**src/rtl/arashi_wr_arbiter.sv**
```systemverilog
// Round-robin write arbiter: picks one of THREAD_NUM requesters per cycle,
// captures its data into a single-entry output register and hands that
// entry downstream through a valid/ready handshake.
module arashi_wr_arbiter #(
    parameter int DATA_WIDTH       = 32,
    parameter int THREAD_NUM_WIDTH = 2,
    localparam int THREAD_NUM      = 1 << THREAD_NUM_WIDTH
) (
    input  logic                             clk,
    input  logic                             rst,
    input  logic [THREAD_NUM-1:0]            req,
    input  logic [DATA_WIDTH*THREAD_NUM-1:0] data_in,
    output logic [THREAD_NUM-1:0]            grant,
    output logic                             out_valid,
    output logic [THREAD_NUM_WIDTH-1:0]      out_tid,
    output logic [DATA_WIDTH-1:0]            out_data,
    input  logic                             out_ready
);

    generate
        if (THREAD_NUM_WIDTH < 2 || THREAD_NUM_WIDTH > 4) begin : g_bad_width
            $error("arashi_wr_arbiter: THREAD_NUM_WIDTH must be in 2..4");
        end
    endgenerate

    logic                        out_valid_q;
    logic [THREAD_NUM_WIDTH-1:0] out_tid_q;
    logic [DATA_WIDTH-1:0]       out_data_q;
    logic [THREAD_NUM_WIDTH-1:0] ptr_q;

    logic                        load;
    logic                        found;
    logic [THREAD_NUM_WIDTH-1:0] win;
    logic [THREAD_NUM_WIDTH-1:0] idx;

    // The register is free when empty or being drained this cycle.
    assign load = (!out_valid_q || out_ready) && (|req);

    // Scan from ptr upward (wrapping by truncation) for the first requester.
    always_comb begin
        found = 1'b0;
        win   = '0;
        idx   = '0;
        for (int k = 0; k < THREAD_NUM; k++) begin
            idx = ptr_q + k[THREAD_NUM_WIDTH-1:0];
            if (!found && req[idx]) begin
                found = 1'b1;
                win   = idx;
            end
        end
    end

    // One-hot accept pulse, suppressed while reset is held.
    always_comb begin
        grant = '0;
        if (load && !rst) grant[win] = 1'b1;
    end

    // Output entry and priority pointer; load takes precedence over drain
    // so a consume and a new capture in one cycle leave no bubble.
    always_ff @(posedge clk or posedge rst) begin
        if (rst) begin
            out_valid_q <= 1'b0;
            out_tid_q   <= '0;
            out_data_q  <= '0;
            ptr_q       <= '0;
        end else if (load) begin
            out_valid_q <= 1'b1;
            out_tid_q   <= win;
            out_data_q  <= data_in[DATA_WIDTH*win +: DATA_WIDTH];
            ptr_q       <= win + 1'b1;
        end else if (out_ready) begin
            out_valid_q <= 1'b0;
        end
    end

    assign out_valid = out_valid_q;
    assign out_tid   = out_tid_q;
    assign out_data  = out_data_q;

endmodule

```
**config.mk**
```make
export PLATFORM = sky130hd
export DESIGN_NAME = arashi_wr_arbiter
export DESIGN_NICKNAME = d
export VERILOG_FILES = /design/src/rtl/arashi_wr_arbiter.sv
export SDC_FILE = /design/constraint.sdc
export NUM_CORES = 1
export LEC_CHECK = 0
export ABC_AREA = 1
export BUFFER_PORTS_ARGS = -buffer_cell sky130_fd_sc_hd__buf_2
export CAP_MARGIN = 20
export CORE_UTILIZATION = 45
export DETAILED_ROUTE_END_ITERATION = 8
export HOLD_SLACK_MARGIN = 0.15
export PLACE_DENSITY = 0.81
export SLEW_MARGIN = 15
export SYNTH_ARGS = -nofsm -noshare
export SYNTH_HDL_FRONTEND = slang
export SYNTH_SLANG_ARGS = --single-unit
```
**constraint.sdc**
```tcl
create_clock -name clk -period 2.9 [get_ports clk]
set_clock_uncertainty 0.15 [all_clocks]
set_input_delay 0.29 -clock clk [delete_from_list [all_inputs] [get_ports clk]]
set_output_delay 0.29 -clock clk [all_outputs]
set_load 0.02 [all_outputs]
```
# Yosys cells after proc, flatten, opt, wreduce, memory -nomap -nowiden
# Index checks and enable logic that the tools add are counted.
# Widths: inputs -> output; s select.
# word_totals
regBits	37
latch_bits	0
ram_bits	0
romBits	0
input_bits	135
out_inout_bits	39
elab_cells	49
memories	0
# classes
n_addsub	4
multipliers	0
n_div	0
magnitude_cmp	6
n_eq_ne	0
shift	1
muxes	20
n_bitwise	0
n_reduce_logical	14
# ops
op	n
$shiftx 128x8->32	1
$lt 2x3->1 const B	5
$mux 1	10
$bmux 1 s2	4
$mux 2	4
$logic_and 1x1->1	6
$logic_not 1->1	5
$add 2x1->2 const B	2
$add 2x2->2 const B	2
$mux 4	1
$reduce_or 4->1	1
$demux 1 s2	1
$ge 2x1->1 const B	1
$reduce_bool 2->1	1
$logic_or 1x1->1	1

# Longest topological paths before layout
# logic_depth
ltp_word	17
ltp_mapped	19
ltp_nobuf	15

# Worst setup path after synthesis
# OpenSTA, ideal clock, no wires.
# synth_timing
path_type	register -> output
start	register ptr_q[0]
end	output port grant[1]
arrival_ns	1.939
slack_ns	0.521
stages_incl_launch_ff	15
path_buffers	3
path_cell_list	dfrtp_1 buf_6 inv_2 buf_6 nand2_1 nand2_1 nand2_1 nand2_2 nand2_1 nand2_1 nand3_2 nand2_2 buf_2 inv_1 nor3_1
# synth_via
elab_chain_len	17
elab_cells_between_ends	30
cone_classes	3 x add/sub; 2 x order compare; 18 x mux; 7 x reduce/logical
# synth_rtl
item	line_no	text
start, declared	29	logic [THREAD_NUM_WIDTH-1:0] ptr_q;
start signal, assigned	71	ptr_q <= win + 1'b1;
parallel branches: the longest is 11 deep, another holds $add 2x1->2	-	
$mux 2 *	46	if (!found && req[idx]) begin
$lt 2x3->1 (not written as such) / $ge 2x1->1 (equally long branches)	56	if (load && !rst) grant[win] = 1'b1;
$logic_and 1x1->1 (not written as such)	56	
$mux 1 (not written as such)	56	
$demux 1 s2 *	56	
$mux 4 *	56	
end, declared	13	output logic [THREAD_NUM-1:0] grant,
# Every way passes the cells marked *. The select of a mux whose other input is x is not followed.

# Worst setup path in the final report
# layout_timing
start	input port req[1]
end	register out_valid_q, in the netlist out_valid
# layout_via
elab_chain_len	3
elab_cells_between_ends	4
cone_classes	1 x mux; 3 x reduce/logical
# layout_rtl
item	line_no	text
start, declared	11	input logic [THREAD_NUM-1:0] req,
$reduce_or 4->1 *	37	assign load = (!out_valid_q || out_ready) && (|req);
$logic_and 1x1->1 *	37	
$mux 1 / $reduce_bool 2->1 (equally long branches)	-	
end signal, assigned	63	out_valid_q <= 1'b0;
end signal, assigned	68	out_valid_q <= 1'b1;
end signal, assigned	73	out_valid_q <= 1'b0;
end, declared	26	logic out_valid_q;
# Mark *: on every way between the ends. The rest lies on a longest branch, timed or not.
# A chain may end at the register's enable or synchronous reset.

==> flow_metrics.py <==
metrics = {
    "global_routing": {
        "grt_pass1_wl_mm": 15.26,
        "antenna_found_initial": 0,
        "grt_usage_pct": 25.82,
        "grt_pass1_vias": 3535,
        "grt_max_degree": 38,
        "grt_overflow_total": 0,
    },
    "placement": {
        "io_buffers": 173,
        "place_hpwl_mm": 6.959,
        "detailed_place.area_sq_um": 3943,
        "gp_congestion": 0.8303,
        "place_ws_ns": 0.4852,
    },
    "synth": {
        "synthArstFlopShare_pct": 100.0,
        "syn-num-nets": 674,
        "ys_warn_count": 0,
        "yosys.area_share.adder_pct": 0,
        "seq_area_frac_synth_pct": 29.89,
        "synthXorXnorAreaFrac_pct": 0,
        "synth_edf_count": 0,
        "synth_compound_area_share_pct": 1.131,
        "yosys.area_share.simple_pct": 60.10,
        "syn-cell-area_sq_um": 3098,
        "synth_top_family_by_area": "simple AND/OR/NAND/NOR gates",
        "synthMuxAreaShare_pct": 0,
        "yosysUniqueCellTypes": 26,
        "synthCells": 539,
        "synth-seq-cells": 37,
        "avgSynthCellArea_sq_um": 5.748,
        "synthFlopType": "dfrtp_1",
    },
    "timing": {
        "fmax_ghz": 0.3720,
        "slew-limit-headroom_pct": 58.28,
        "layout_setup_ws_ns": 0.2121,
        "finalSetupViolCount": 0,
        "whs_ns": 0.2118,
        "period_needed_ns": 2.688,
        "hold_viol_final": 0,
        "tns_ns": 0,
        "rsz0062_at_grt": "false",
        "worstMarginPinSlew_ns": 0.6201,
        "fin_crit_sh_pct": 92.69,
        "slew_viol_final": 0,
    },
    "cts": {
        "h-tree-depth": 2,
        "cts_buffers": 5,
        "clockBufferDepth": 2,
        "clock-sinks": 37,
        "post_cts_buffers": 0,
        "clock-root-buffer": "clkbuf_8",
        "clk_pin_slew_ns": 0.08,
        "cts_tree": "done",
        "clock_latency_ns": 0.29,
    },
    "min_path": {
        "min-delay-start": "data_in[52]",
        "min_path_cells": 7,
        "hold_end": "out_data[20]$_DFFE_PP0P_",
        "hold_class": "in2reg",
    },
    "power": {
        "ir_worst_vdd_mv": 0.8591,
        "power.density_nw_per_um2": 1358,
        "p_leak_nw": 2.646,
    },
    "final_layout": {
        "fin_area_sq_um": 4105,
        "syn2layout_area_growth_pct": 32.51,
        "fin_nets": 836,
        "drive_gt1_share_pct": 31.34,
        "n_antenna_cell": 0,
    },
    "route": {
        "drc": 10,
        "drtIter0Drc": 273,
        "avgViaCountPerCell": 4.937,
        "ant_nets": 0,
        "drtPass1Iterations": 9,
        "post_drt_wl_per_cell_um": 11.77,
        "vias": 3846,
        "drt-total-wl_mm": 9.171,
    },
    "critical_path": {
        "crit_slowest_cell": "dlygate4sd3_1",
        "critPathTopFamily": "buffers and inverters",
        "reg2reg_to": "out_data[10]$_DFFE_PP0P_",
        "crit_start": "req[1]",
        "path_common_cell": "dlygate4sd3_1",
        "worstPathCellList": "dlygate4sd3_1 > buf_2 > nor4_1 > dlygate4sd3_1 > nand2_1 > dlygate4sd3_1",
        "startpoint_type": "primary input",
        "cp_data_required_time_ns": 2.92,
        "arrival_ns": 2.71,
        "rr_worst_depth": 16,
        "cp_max_fo": 3,
        "cp_num_buf_inv": 4,
        "critPathCaptureType": "register",
        "critPathMaxStageDelay_ns": 0.64,
        "worstSetupPathType": "in2reg",
        "rr_startpoint": "ptr_q[0]$_DFFE_PP0P_",
        "r2r_setup_slack_ns": 0.49,
    },
    "floorplan": {
        "core_area_sq_um": 6495,
        "die_w_um": 84.97,
        "placementRows": 29,
        "start_util_pct": 47.70,
        "ios": 174,
        "fp.dieArea_sq_um": 7220,
        "die_h_um": 84.97,
    },
    "flow_run": {
        "drv_cap": 0,
    },
    "run_status": {
        "status": "complete, but fails checks",
        "violations": "DRC",
    },
}
[stage by stage]
step	power, mW	util, %	std cells
global placement	4.986	60.70	767
CTS	5.580	63.17	779
floorplan	4.377	-	539
detailed placement	5.087	60.70	767
global route	6.252	63.21	779
finish	5.577	63.21	779
[metal layers]
| metal | vias up | share of wire [%] | track usage (%) | wire length, um |
|---|---|---|---|---|
| li1 | 1986 | - | - | - |
| met1 | 1690 | 42 | 31.58 | 3890 |
| met2 | 158 | 50 | 46.26 | 4549 |
| met3 | 12 | 6.3 | 3.502 | 579 |
| met4 | 0 | 1.7 | 9.399 | 152 |
| met5 | - | 0 | 0 | 0 |
[layout make-up]
type	count	area (sq um)
repair buffers	191	1011
inverters	11	43.79
clock inverters	2	37.54
clock buffers	6	82.58
fillers	620	2390
flip-flops and latches	37	925.9
well taps	77	96.34
multi-input cells	455	1908
[cell usage in the layout, fill, tap and decap left out, types with 2 or more instances in the layout]
master         instances
dfrtp_1               37
nand3_1               67
clkinv_1               2
clkbuf_8               6
buf_4                 14
nand2_2               13
nor2_4                 2
nand3_2                3
inv_2                  2
nor3_1                 2
buf_2                173
nor2_1                 5
inv_1                  6
dlygate4sd3_1          4
o21ai_1                2
nand2_1              352
[worst max-delay path by stage]
stage | to | depth (start not counted)
finish | out_valid$_DFFE_PP0P_ | 6
global route | grant[1] | 12
detailed placement | out_data[15]$_DFFE_PP0P_ | 16
global placement | grant[1] | 12
CTS | out_valid$_DFFE_PP0P_ | 6
floorplan | grant[1] | 14
[cells in the mapped netlist, types with 2 or more instances]
cell	instances	area share [%]
buf_2	16	2.6
nor2_4	2	0.73
nand2_1	352	43
o21ai_1	2	0.32
nor3_1	2	0.32
nand3_1	67	11
dfrtp_1	37	30
clkbuf_1	5	0.61
inv_2	3	0.36
nand3_2	3	0.97
nor2_1	5	0.61
nand2_2	13	2.6
buf_4	10	2.4
inv_1	7	0.85
buf_6	4	1.5
[registers in the layout (all words and copies together) (netlist names)]
register and cells:
out_tid 2, out_valid 1, out_data 32, ptr_q 2
[tightest hold or removal path: stages]
cell and delay [ns]:
buf_2 0.07, nand2_1 0.04, nand2_1 0.05, nand2_1 0.04
nand2_1 0.05, nand2_1 0.04, nand2_1 0.04
[power breakdown]
part | leakage, nW | internal (mW) | switching (mW)
logic | 2.13 | 1.39 | 2.79
registers | 0.457 | 0.766 | 0.155
clock network | 0.0574 | 0.280 | 0.193
total | 2.65 | 2.44 | 3.14
[cells by family (layout without fill, tap and decap cells)]
logic type / count (synthesis) / in the layout
buffers and inverters: 47 / 210
AOI/OAI and AO/OA: 6 / 6
and+or+nand+nor: 449 / 449
DFF: 37 / 37
[repair_timing]
item,in CTS,in global routing
hold endpoints to repair,38,0
hold buffers,4,0
gates resized for setup,0,1
setup endpoints to repair,0,1
No activity file was read; power rests on OpenSTA's default activity.
